[src/rtl/spi_pkg.sv]
// Shared SPI definitions: byte width, command byte layout and the responder FSM states.
package spi_pkg;
  localparam int BYTE_W     = 8;
  localparam int CMD_RW_BIT = 7;
  localparam int CNT_W      = 3;

  typedef enum logic [1:0] {
    IDLE = 2'd0,
    CMD  = 2'd1,
    WR   = 2'd2,
    RD   = 2'd3
  } spi_state_t;

  function automatic logic cmd_is_read(input logic [BYTE_W-1:0] cmd);
    return cmd[CMD_RW_BIT];
  endfunction
endpackage

[src/rtl/spi_sync_edge.sv]
// Multi-flop synchronizer for one asynchronous SPI line, with rise/fall pulses
// derived from the synchronized level against its previous value.
module spi_sync_edge #(
  parameter int   SYNC_STG = 2,
  parameter logic RST_VAL  = 1'b0
) (
  input  logic i_clk,
  input  logic i_rst_n,
  input  logic i_d,
  output logic o_level,
  output logic o_rise,
  output logic o_fall
);
  logic [SYNC_STG-1:0] r_sync;
  logic                r_prev;

  // Synchronizer chain plus one history flop for edge detection.
  always_ff @(posedge i_clk or negedge i_rst_n) begin
    if (!i_rst_n) begin
      r_sync <= {SYNC_STG{RST_VAL}};
      r_prev <= RST_VAL;
    end else begin
      r_sync <= {r_sync[SYNC_STG-2:0], i_d};
      r_prev <= r_sync[SYNC_STG-1];
    end
  end

  assign o_level = r_sync[SYNC_STG-1];
  assign o_rise  = r_sync[SYNC_STG-1] & ~r_prev;
  assign o_fall  = ~r_sync[SYNC_STG-1] & r_prev;
endmodule

[src/rtl/spi_slave_resp.sv]
// SPI mode-3 register-access responder: command byte (R/nW + address) then data bytes.
// Define SPI_SLAVE_RESP_AUTOINC_EN to advance the address after every data byte.
module spi_slave_resp
  import spi_pkg::*;
#(
  parameter int SYNC_STG = 2,
  parameter int ADDR_W   = 3
) (
  input  logic              i_clk,
  input  logic              i_rst_n,
  input  logic              i_spi_cs,
  input  logic              i_spi_clk,
  input  logic              i_spi_mosi,
  output logic              o_spi_miso,
  output logic [ADDR_W-1:0] o_addr,
  output logic              o_wr_en,
  output logic [BYTE_W-1:0] o_wr_data,
  output logic              o_rd_en,
  input  logic [BYTE_W-1:0] i_rd_data,
  output logic [BYTE_W-1:0] o_rx_data,
  output logic              o_rx_done,
  output logic              o_busy
);
  logic w_cs_level, w_cs_rise, w_cs_fall;
  logic w_sck_level, w_sck_rise, w_sck_fall;
  logic w_mosi, w_mosi_rise, w_mosi_fall;
  logic w_unused_sync;

  spi_sync_edge #(.SYNC_STG(SYNC_STG), .RST_VAL(1'b1)) u_sync_cs (
    .i_clk(i_clk), .i_rst_n(i_rst_n), .i_d(i_spi_cs),
    .o_level(w_cs_level), .o_rise(w_cs_rise), .o_fall(w_cs_fall)
  );
  spi_sync_edge #(.SYNC_STG(SYNC_STG), .RST_VAL(1'b1)) u_sync_sck (
    .i_clk(i_clk), .i_rst_n(i_rst_n), .i_d(i_spi_clk),
    .o_level(w_sck_level), .o_rise(w_sck_rise), .o_fall(w_sck_fall)
  );
  spi_sync_edge #(.SYNC_STG(SYNC_STG), .RST_VAL(1'b0)) u_sync_mosi (
    .i_clk(i_clk), .i_rst_n(i_rst_n), .i_d(i_spi_mosi),
    .o_level(w_mosi), .o_rise(w_mosi_rise), .o_fall(w_mosi_fall)
  );
  assign w_unused_sync = w_mosi_rise ^ w_mosi_fall ^ w_sck_level;

  spi_state_t        r_state, w_state_nxt;
  logic [CNT_W-1:0]  r_bit_cnt;
  logic [BYTE_W-1:0] r_rx_shift, r_tx_shift;
  logic [BYTE_W-1:0] r_rx_data, r_wr_data;
  logic [ADDR_W-1:0] r_addr;
  logic              r_miso, r_rx_done, r_wr_en, r_rd_en, r_rd_load, r_busy;

  logic              w_active, w_sck_rise_v, w_sck_fall_v, w_byte_done;
  logic [BYTE_W-1:0] w_byte;
  logic              w_cmd_done, w_wr_hit, w_rd_hit, w_tx_clear;

  // SCK edges only count inside a frame; a CS rise in the same cycle wins because the level is already high.
  assign w_active     = (r_state != IDLE) & ~w_cs_level;
  assign w_sck_rise_v = w_sck_rise & w_active;
  assign w_sck_fall_v = w_sck_fall & w_active;
  assign w_byte       = {r_rx_shift[BYTE_W-2:0], w_mosi};
  assign w_byte_done  = w_sck_rise_v & (r_bit_cnt == 3'd7);

  // FSM state register.
  always_ff @(posedge i_clk or negedge i_rst_n) begin
    if (!i_rst_n) begin
      r_state <= IDLE;
    end else begin
      r_state <= w_state_nxt;
    end
  end

  // FSM next-state decode.
  always_comb begin
    w_state_nxt = r_state;
    if (w_cs_rise) begin
      w_state_nxt = IDLE;
    end else begin
      case (r_state)
        IDLE: begin
          if (w_cs_fall) w_state_nxt = CMD;
          else           w_state_nxt = IDLE;
        end
        CMD: begin
          if (w_byte_done) w_state_nxt = cmd_is_read(w_byte) ? RD : WR;
          else             w_state_nxt = CMD;
        end
        WR:      w_state_nxt = WR;
        RD:      w_state_nxt = RD;
        default: w_state_nxt = IDLE;
      endcase
    end
  end

  // FSM per-state actions for the datapath.
  always_comb begin
    w_cmd_done = 1'b0;
    w_wr_hit   = 1'b0;
    w_rd_hit   = 1'b0;
    w_tx_clear = 1'b0;
    case (r_state)
      IDLE: w_tx_clear = 1'b1;
      CMD: begin
        w_tx_clear = 1'b1;
        w_cmd_done = w_byte_done;
        w_rd_hit   = w_byte_done & cmd_is_read(w_byte);
      end
      WR:      w_wr_hit = w_byte_done;
      RD:      w_rd_hit = w_byte_done;
      default: w_tx_clear = 1'b1;
    endcase
  end

  // Shift registers, bit counter and MISO; CS rise discards any partial byte.
  always_ff @(posedge i_clk or negedge i_rst_n) begin
    if (!i_rst_n) begin
      r_bit_cnt  <= {CNT_W{1'b0}};
      r_rx_shift <= {BYTE_W{1'b0}};
      r_tx_shift <= {BYTE_W{1'b0}};
      r_miso     <= 1'b0;
    end else if (w_cs_rise) begin
      r_bit_cnt  <= {CNT_W{1'b0}};
      r_rx_shift <= {BYTE_W{1'b0}};
      r_tx_shift <= {BYTE_W{1'b0}};
      r_miso     <= 1'b0;
    end else begin
      if (w_sck_rise_v) begin
        r_rx_shift <= w_byte;
        r_bit_cnt  <= r_bit_cnt + CNT_W'(1);
      end
      if (w_tx_clear) begin
        r_tx_shift <= {BYTE_W{1'b0}};
        r_miso     <= 1'b0;
      end else if (r_rd_load) begin
        r_tx_shift <= i_rd_data;
      end else if (w_sck_fall_v) begin
        r_miso     <= r_tx_shift[BYTE_W-1];
        r_tx_shift <= {r_tx_shift[BYTE_W-2:0], 1'b0};
      end
    end
  end

  // Byte-level strobes; read data is captured one cycle after the read strobe.
  always_ff @(posedge i_clk or negedge i_rst_n) begin
    if (!i_rst_n) begin
      r_rx_done <= 1'b0;
      r_rx_data <= {BYTE_W{1'b0}};
      r_wr_en   <= 1'b0;
      r_wr_data <= {BYTE_W{1'b0}};
      r_rd_en   <= 1'b0;
      r_rd_load <= 1'b0;
      r_busy    <= 1'b0;
    end else begin
      r_rx_done <= w_byte_done;
      r_wr_en   <= w_wr_hit;
      r_rd_en   <= w_rd_hit;
      r_rd_load <= r_rd_en;
      r_busy    <= ~w_cs_level;
      if (w_byte_done) r_rx_data <= w_byte;
      if (w_wr_hit)    r_wr_data <= w_byte;
    end
  end

  // Register address: taken from the command byte; in burst builds it advances after each
  // data byte (after the write strobe for writes, together with the next read strobe for reads).
  always_ff @(posedge i_clk or negedge i_rst_n) begin
    if (!i_rst_n) begin
      r_addr <= {ADDR_W{1'b0}};
    end else if (w_cmd_done) begin
      r_addr <= w_byte[ADDR_W-1:0];
`ifdef SPI_SLAVE_RESP_AUTOINC_EN
    end else if (r_wr_en) begin
      r_addr <= r_addr + ADDR_W'(1);
    end else if (w_rd_hit && (r_state == RD)) begin
      r_addr <= r_addr + ADDR_W'(1);
`endif
    end else begin
      r_addr <= r_addr;
    end
  end

  assign o_spi_miso = r_miso;
  assign o_addr     = r_addr;
  assign o_wr_en    = r_wr_en;
  assign o_wr_data  = r_wr_data;
  assign o_rd_en    = r_rd_en;
  assign o_rx_data  = r_rx_data;
  assign o_rx_done  = r_rx_done;
  assign o_busy     = r_busy;
endmodule

[config.mk]
export PLATFORM = sky130hd
export DESIGN_NAME = spi_slave_resp
export DESIGN_NICKNAME = d
export VERILOG_FILES = /design/src/rtl/spi_pkg.sv /design/src/rtl/spi_sync_edge.sv /design/src/rtl/spi_slave_resp.sv
export SDC_FILE = /design/constraint.sdc
export NUM_CORES = 1
export LEC_CHECK = 0
export ABC_AREA = 1
export CAP_MARGIN = 20
export CORE_ASPECT_RATIO = 1.2
export CORE_MARGIN = 3
export CORE_UTILIZATION = 55
export DETAILED_ROUTE_END_ITERATION = 16
export GPL_ROUTABILITY_DRIVEN = 0
export PLACE_DENSITY_LB_ADDON = 0.1
export SLEW_MARGIN = 20
export SYNTH_ARGS = -nofsm -noshare
export SYNTH_HDL_FRONTEND = slang
export SYNTH_SLANG_ARGS = --single-unit
[constraint.sdc]
create_clock -name i_clk -period 3.8 [get_ports i_clk]
set_clock_uncertainty 0.15 [all_clocks]
set_input_delay 0.76 -clock i_clk [delete_from_list [all_inputs] [get_ports i_clk]]
set_output_delay 0.76 -clock i_clk [all_outputs]
set_load 0.03 [all_outputs]
Yosys cells after proc, flatten, opt, wreduce, memory -nomap -nowiden
Cells that the tools add are included.
- flip-flop bits (word level): 53
- output and inout port bits: 24
- word-level logic and storage cells: 65
- $add $sub $neg: 1
- equal/unequal tests: 5
- muxes and demuxes: 21
- bitwise operators: 13
- reductions and logical operators: 7
- operator list (kind ; number):
    8-bit 2-to-1 mux ; 4
    7-bit 2-to-1 mux ; 2
    1-bit AND ; 9
    1-bit 2-to-1 mux ; 9
    2-bit one-hot mux with 4 select lines ; 1
    3-bit 2-to-1 mux ; 2
    2-bit equality test (second input constant) ; 2
    2-bit 2-to-1 mux ; 2
    1-bit NOT ; 4
    2-bit nonzero test ; 2
    4-bit nonzero test ; 1
    3-bit by 1-bit adder with 3-bit output (second input constant) ; 1
    3-bit equality test (second input constant) ; 1
    3-bit by 1-bit != test with 1-bit output (second input constant) ; 1
    3-bit nonzero test ; 1
    2-bit by 1-bit equality test with 1-bit output (second input constant) ; 1
    2-bit zero test ; 1
    1-bit one-hot mux with 2 select lines ; 1
    2-bit AND reduction ; 1
    2-bit OR reduction ; 1

Logic depth before layout (Yosys ltp)
- depth in word-level cells: 7
- depth in mapped cells: 8
- mapped depth without buffers: 8

Modules after synthesis
From an unflattened synthesis, not the netlist that was laid out.
- cell total of the unflattened synthesis: 204
- area, all modules: 2148.3 sq um
- modules (own cells, without submodules) (module ; times used ; cells each ; area each (sq um)):
    spi_slave_resp ; 1 ; 183 ; 1870.5
    spi_sync_edge at u_sync_cs ... ; 2 ; 7 ; 93.8
    spi_sync_edge at u_sync_mosi ; 1 ; 7 ; 90.1

Worst setup path before layout
Ideal clock, no wire load.
- kind: reg-to-reg
- start point: register r_bit_cnt[0]
- end point: register r_rx_data[6] (netlist: o_rx_data[6])
- arrival: 1.310 ns
- required time: 3.574 ns
- path slack: 2.263 ns
- stages on the path, launching flop included: 8
- period minus slack after synthesis: 1.537 ns
- cells stage by stage: dfrtp_1 -> ha_1 -> ha_1 -> clkbuf_1 -> nand2_1 -> buf_2 -> nand2_1 -> o21ai_1
- word-level cells in the longest chain between the ends: 2
- RTL lines (what ; line ; text):
    from (decl) ; spi_slave_resp.sv:44 ; logic [CNT_W-1:0] r_bit_cnt;
    from (signal assigned) ; spi_slave_resp.sv:114 ; r_bit_cnt <= {CNT_W{1'b0}};
    from (signal assigned) ; spi_slave_resp.sv:119 ; r_bit_cnt <= {CNT_W{1'b0}};
    from (signal assigned) ; spi_slave_resp.sv:126 ; r_bit_cnt <= r_bit_cnt + CNT_W'(1);
    3-bit equality test ; spi_slave_resp.sv:59 ; assign w_byte_done = w_sck_rise_v & (r_bit_cnt == 3'd7);
    1-bit AND ; spi_slave_resp.sv:59 ;
    to (signal assigned) ; spi_slave_resp.sv:144 ; r_rx_data <= {BYTE_W{1'b0}};
    to (signal assigned) ; spi_slave_resp.sv:156 ; if (w_byte_done) r_rx_data <= w_byte;
    to (decl) ; spi_slave_resp.sv:46 ; logic [BYTE_W-1:0] r_rx_data, r_wr_data;
Every way passes these cells.
A chain may end at the register's enable or synchronous reset.

Worst setup path in the final report
- start point: register r_addr[2] (netlist: o_addr[2])
- end point: output o_addr[2]
- RTL lines (what ; line ; text):
    from (decl) ; spi_slave_resp.sv:47 ; logic [ADDR_W-1:0] r_addr;
    from (signal assigned) ; spi_slave_resp.sv:165 ; r_addr <= {ADDR_W{1'b0}};
    from (signal assigned) ; spi_slave_resp.sv:167 ; r_addr <= w_byte[ADDR_W-1:0];
    from (signal assigned) ; spi_slave_resp.sv:175 ; r_addr <= r_addr;
    to (decl) ; spi_slave_resp.sv:15 ; output logic [ADDR_W-1:0] o_addr,
No word-level cell between the ends.

==> run metrics <==
Congestion Overflow GR 0; Clock Power Share 32.7%; RSZ-0062 raised after global routing false; worst r2r path cells 7; Synth Area in Adders 1.17%; Levels on crit path 1; Clock Latency Late Sink 310 ps; setup ws final 1520 ps; Core ar. 3690 um2; Max Clock Freq 440 MHz; P_leak 1.27 nW; total power density per cell area 373 nW/um2; cells after synthesis 229; Final Setup Violations 0; Setup Total Neg Slack 0 ps; mux share of post-synthesis cell area 0%; routed vias/inst 5.10; Synth Area in Compound Gates 5.83%; largest net degree at the start of global routing 52; Synth Register Bits 53; Routed Wire Length 4.09 mm; Die Y-Extent 74.4 um; Hold Crit Depth 0; Cell variety after synth 20; Avg WL per Cell 12.8 um; number of global-route vias before repair 1,531; simple-gate area share of the yosys netlist 25.9%; Syn Nets 244; most frequent cells in the layout nand2_1 (79), dfrtp_1 (47), clkdlybuf4s50_1 (35); DP Worst Slack 1660 ps; Finished Layout Cells 320; count of final max-slew check failures 0; commonest non-fill, non-tap cell in the layout nand2_1; Post-CTS Hold Buffers 0; post-CTS sizing 0; Sw Pwr 0.000230 W; htree depth 2; First-pass DRT Iterations 4; Port Buffers 36; Cell Chain, Critical Path clkdlybuf4s50_1; Max transition margin 54.7%; postcts setup bufs 0; Internal 0.000756 W; Final nets 282; DIE AREA 4690 um2; DRC Markers 0; diodes inserted 0; CTS buffer count 5; crit-path max FO 2; initial antenna violation count 0; CTS sink cnt 53; Tmin final 2280 ps; xor/xnor share of the synthesized area 0%; WS Path Type flop to output port; Reg clk slew, reported paths 100 ps; sw frac 23.3%; FP Rows 24; placed insts 312; Initial Utilization 58.1%; DR iter-0 viols 100; Max Cap Violations 0; delay-heaviest family, CP buffers and inverters; Clock Tree Root clkbuf_8; Logic pwr share 6.9%; layout cells sized above 1 9.33%; syn avg cell area 9.38 um2; total power 0.000985 W; CTS tree done; Worst Hold Class flop to flop; CP peak stage delay 690 ps; sequential share of the synthesized area 62.1%; post-route ant nets 0; routed vias 1,633; clk buf depth 2; Total Routing Usage GR 19.7%; area grow syn2layout 23.0%; Slew @ Worst Pin 679 ps; Horiz. Die Dim 63.0 um; Min Hold Slack 208 ps; largest family of logic cells by synthesized area simple AND/OR/NAND/NOR gates; register share of total power 60.4%; io pins 37; Mapped Area 2150 um2; crit path max-delay cell type clkdlybuf4s50_1; dpl hpwl 2.88 mm; Crit path buffers/inverters 1; maximum vdd ir drop 259 uV; final hold viol count 0; Critical Path Start Type flop; Tcrit/Tclk final 59.9%; Ys Warns 0; status finished clean; first-pass GRT wire length 7.13 mm; Critical Path RT 2890 ps; Critical Path End Type output port; WP data arrival 1370 ps
-- layout make-up --
class                           instances  area, um2
Clock buffer                            7       86.3
Clock inverter                          1       7.51
Timing Repair Buffer                   38        373
Sequential cell                        53       1330
Tap cell                               52       65.1
Fill cell                             282       1050
Multi-Input combinational cell        151        707
Inverter                               18       67.6
-- metrics by stage --
| step | utilization (%) | area [um2] |
|---|---|---|
| floorplan | - | 2150 |
| CTS | 71.4 | 2640 |
| finish | 71.5 | 2640 |
| detailed placement | 68.9 | 2540 |
| global route | 71.5 | 2640 |
| global placement | 68.9 | 2540 |
-- cells by family after synthesis --
family,Yosys count
simple gates,124
flops,53
compound gates,25
buf+inv,25
fa+ha+maj,2
-- layer usage --
layer  wire, um  share of wire [%]  GRT usage [%]  up-vias
met1       1950                 48           27.1      761
met4         76                1.9           8.82        0
met2       1820                 44           29.9       45
met3        242                5.9           4.83        6
met5          0                  0              0        -
li1           -                  -              -      821
-- Yosys cell counts --
cell | count | share of area (%)
dfrtp_1 | 47 | 55
nand4_2 | 1 | 0.58
buf_6 | 1 | 0.52
o21ai_1 | 5 | 1.2
nor2_4 | 2 | 1.0
nand2_2 | 2 | 0.58
clkbuf_1 | 4 | 0.70
inv_2 | 1 | 0.17
buf_4 | 1 | 0.35
nor2_1 | 7 | 1.2
o21ai_0 | 13 | 3.0
dfstp_2 | 6 | 7.3
buf_2 | 1 | 0.23
inv_1 | 17 | 3.0
ha_1 | 2 | 1.2
nand4_1 | 14 | 4.1
a21oi_1 | 7 | 1.6
nor2_2 | 3 | 0.87
nand3_1 | 16 | 3.7
nand2_1 | 79 | 14
-- sequential cells by signal, indices dropped and copies added, names as in the netlist --
| register | cells |
|---|---|
| o_rx_done | 1 |
| o_rd_en | 1 |
| o_addr | 3 |
| u_sync_mosi.r_sync | 2 |
| o_rx_data | 8 |
| u_sync_sck.r_prev | 1 |
| r_state | 2 |
| r_tx_shift | 8 |
| u_sync_sck.r_sync | 2 |
| o_busy | 1 |
| r_rd_load | 1 |
| o_spi_miso | 1 |
| r_bit_cnt | 3 |
| o_wr_data | 8 |
| u_sync_cs.r_prev | 1 |
| r_rx_shift | 7 |
| o_wr_en | 1 |
| u_sync_cs.r_sync | 2 |
-- power groups by stage --
stage / clock network, W / logic [W] / registers, W
after global placement: 0 / 0.0000661 / 0.000605
after CTS: 0.000331 / 0.0000689 / 0.000596
after floorplan: 0 / 0.0000355 / 0.000604
after detailed placement: 0 / 0.0000685 / 0.000607
after global routing: 0.000355 / 0.0000781 / 0.000599
final: 0.000322 / 0.0000678 / 0.000596
-- worst paths after layout --
check,start,end,slack (ps)
max,o_addr[2]$_DFFE_PN0P_,o_addr[2],1520
min,u_sync_sck.r_sync[0]$_DFF_PN1_,u_sync_sck.r_sync[1]$_DFF_PN1_,210
max reg2reg,r_state[0]$_DFF_PN0_,o_rx_data[4]$_DFFE_PN0P_,1660
min reg2reg,u_sync_sck.r_sync[0]$_DFF_PN1_,u_sync_sck.r_sync[1]$_DFF_PN1_,210
max in group asynchronous,i_rst_n,u_sync_cs.r_prev$_DFF_PN1_,2610
min in group asynchronous,i_rst_n,o_addr[0]$_DFFE_PN0P_,310
Note: power is estimated with default switching activity, not from simulation.
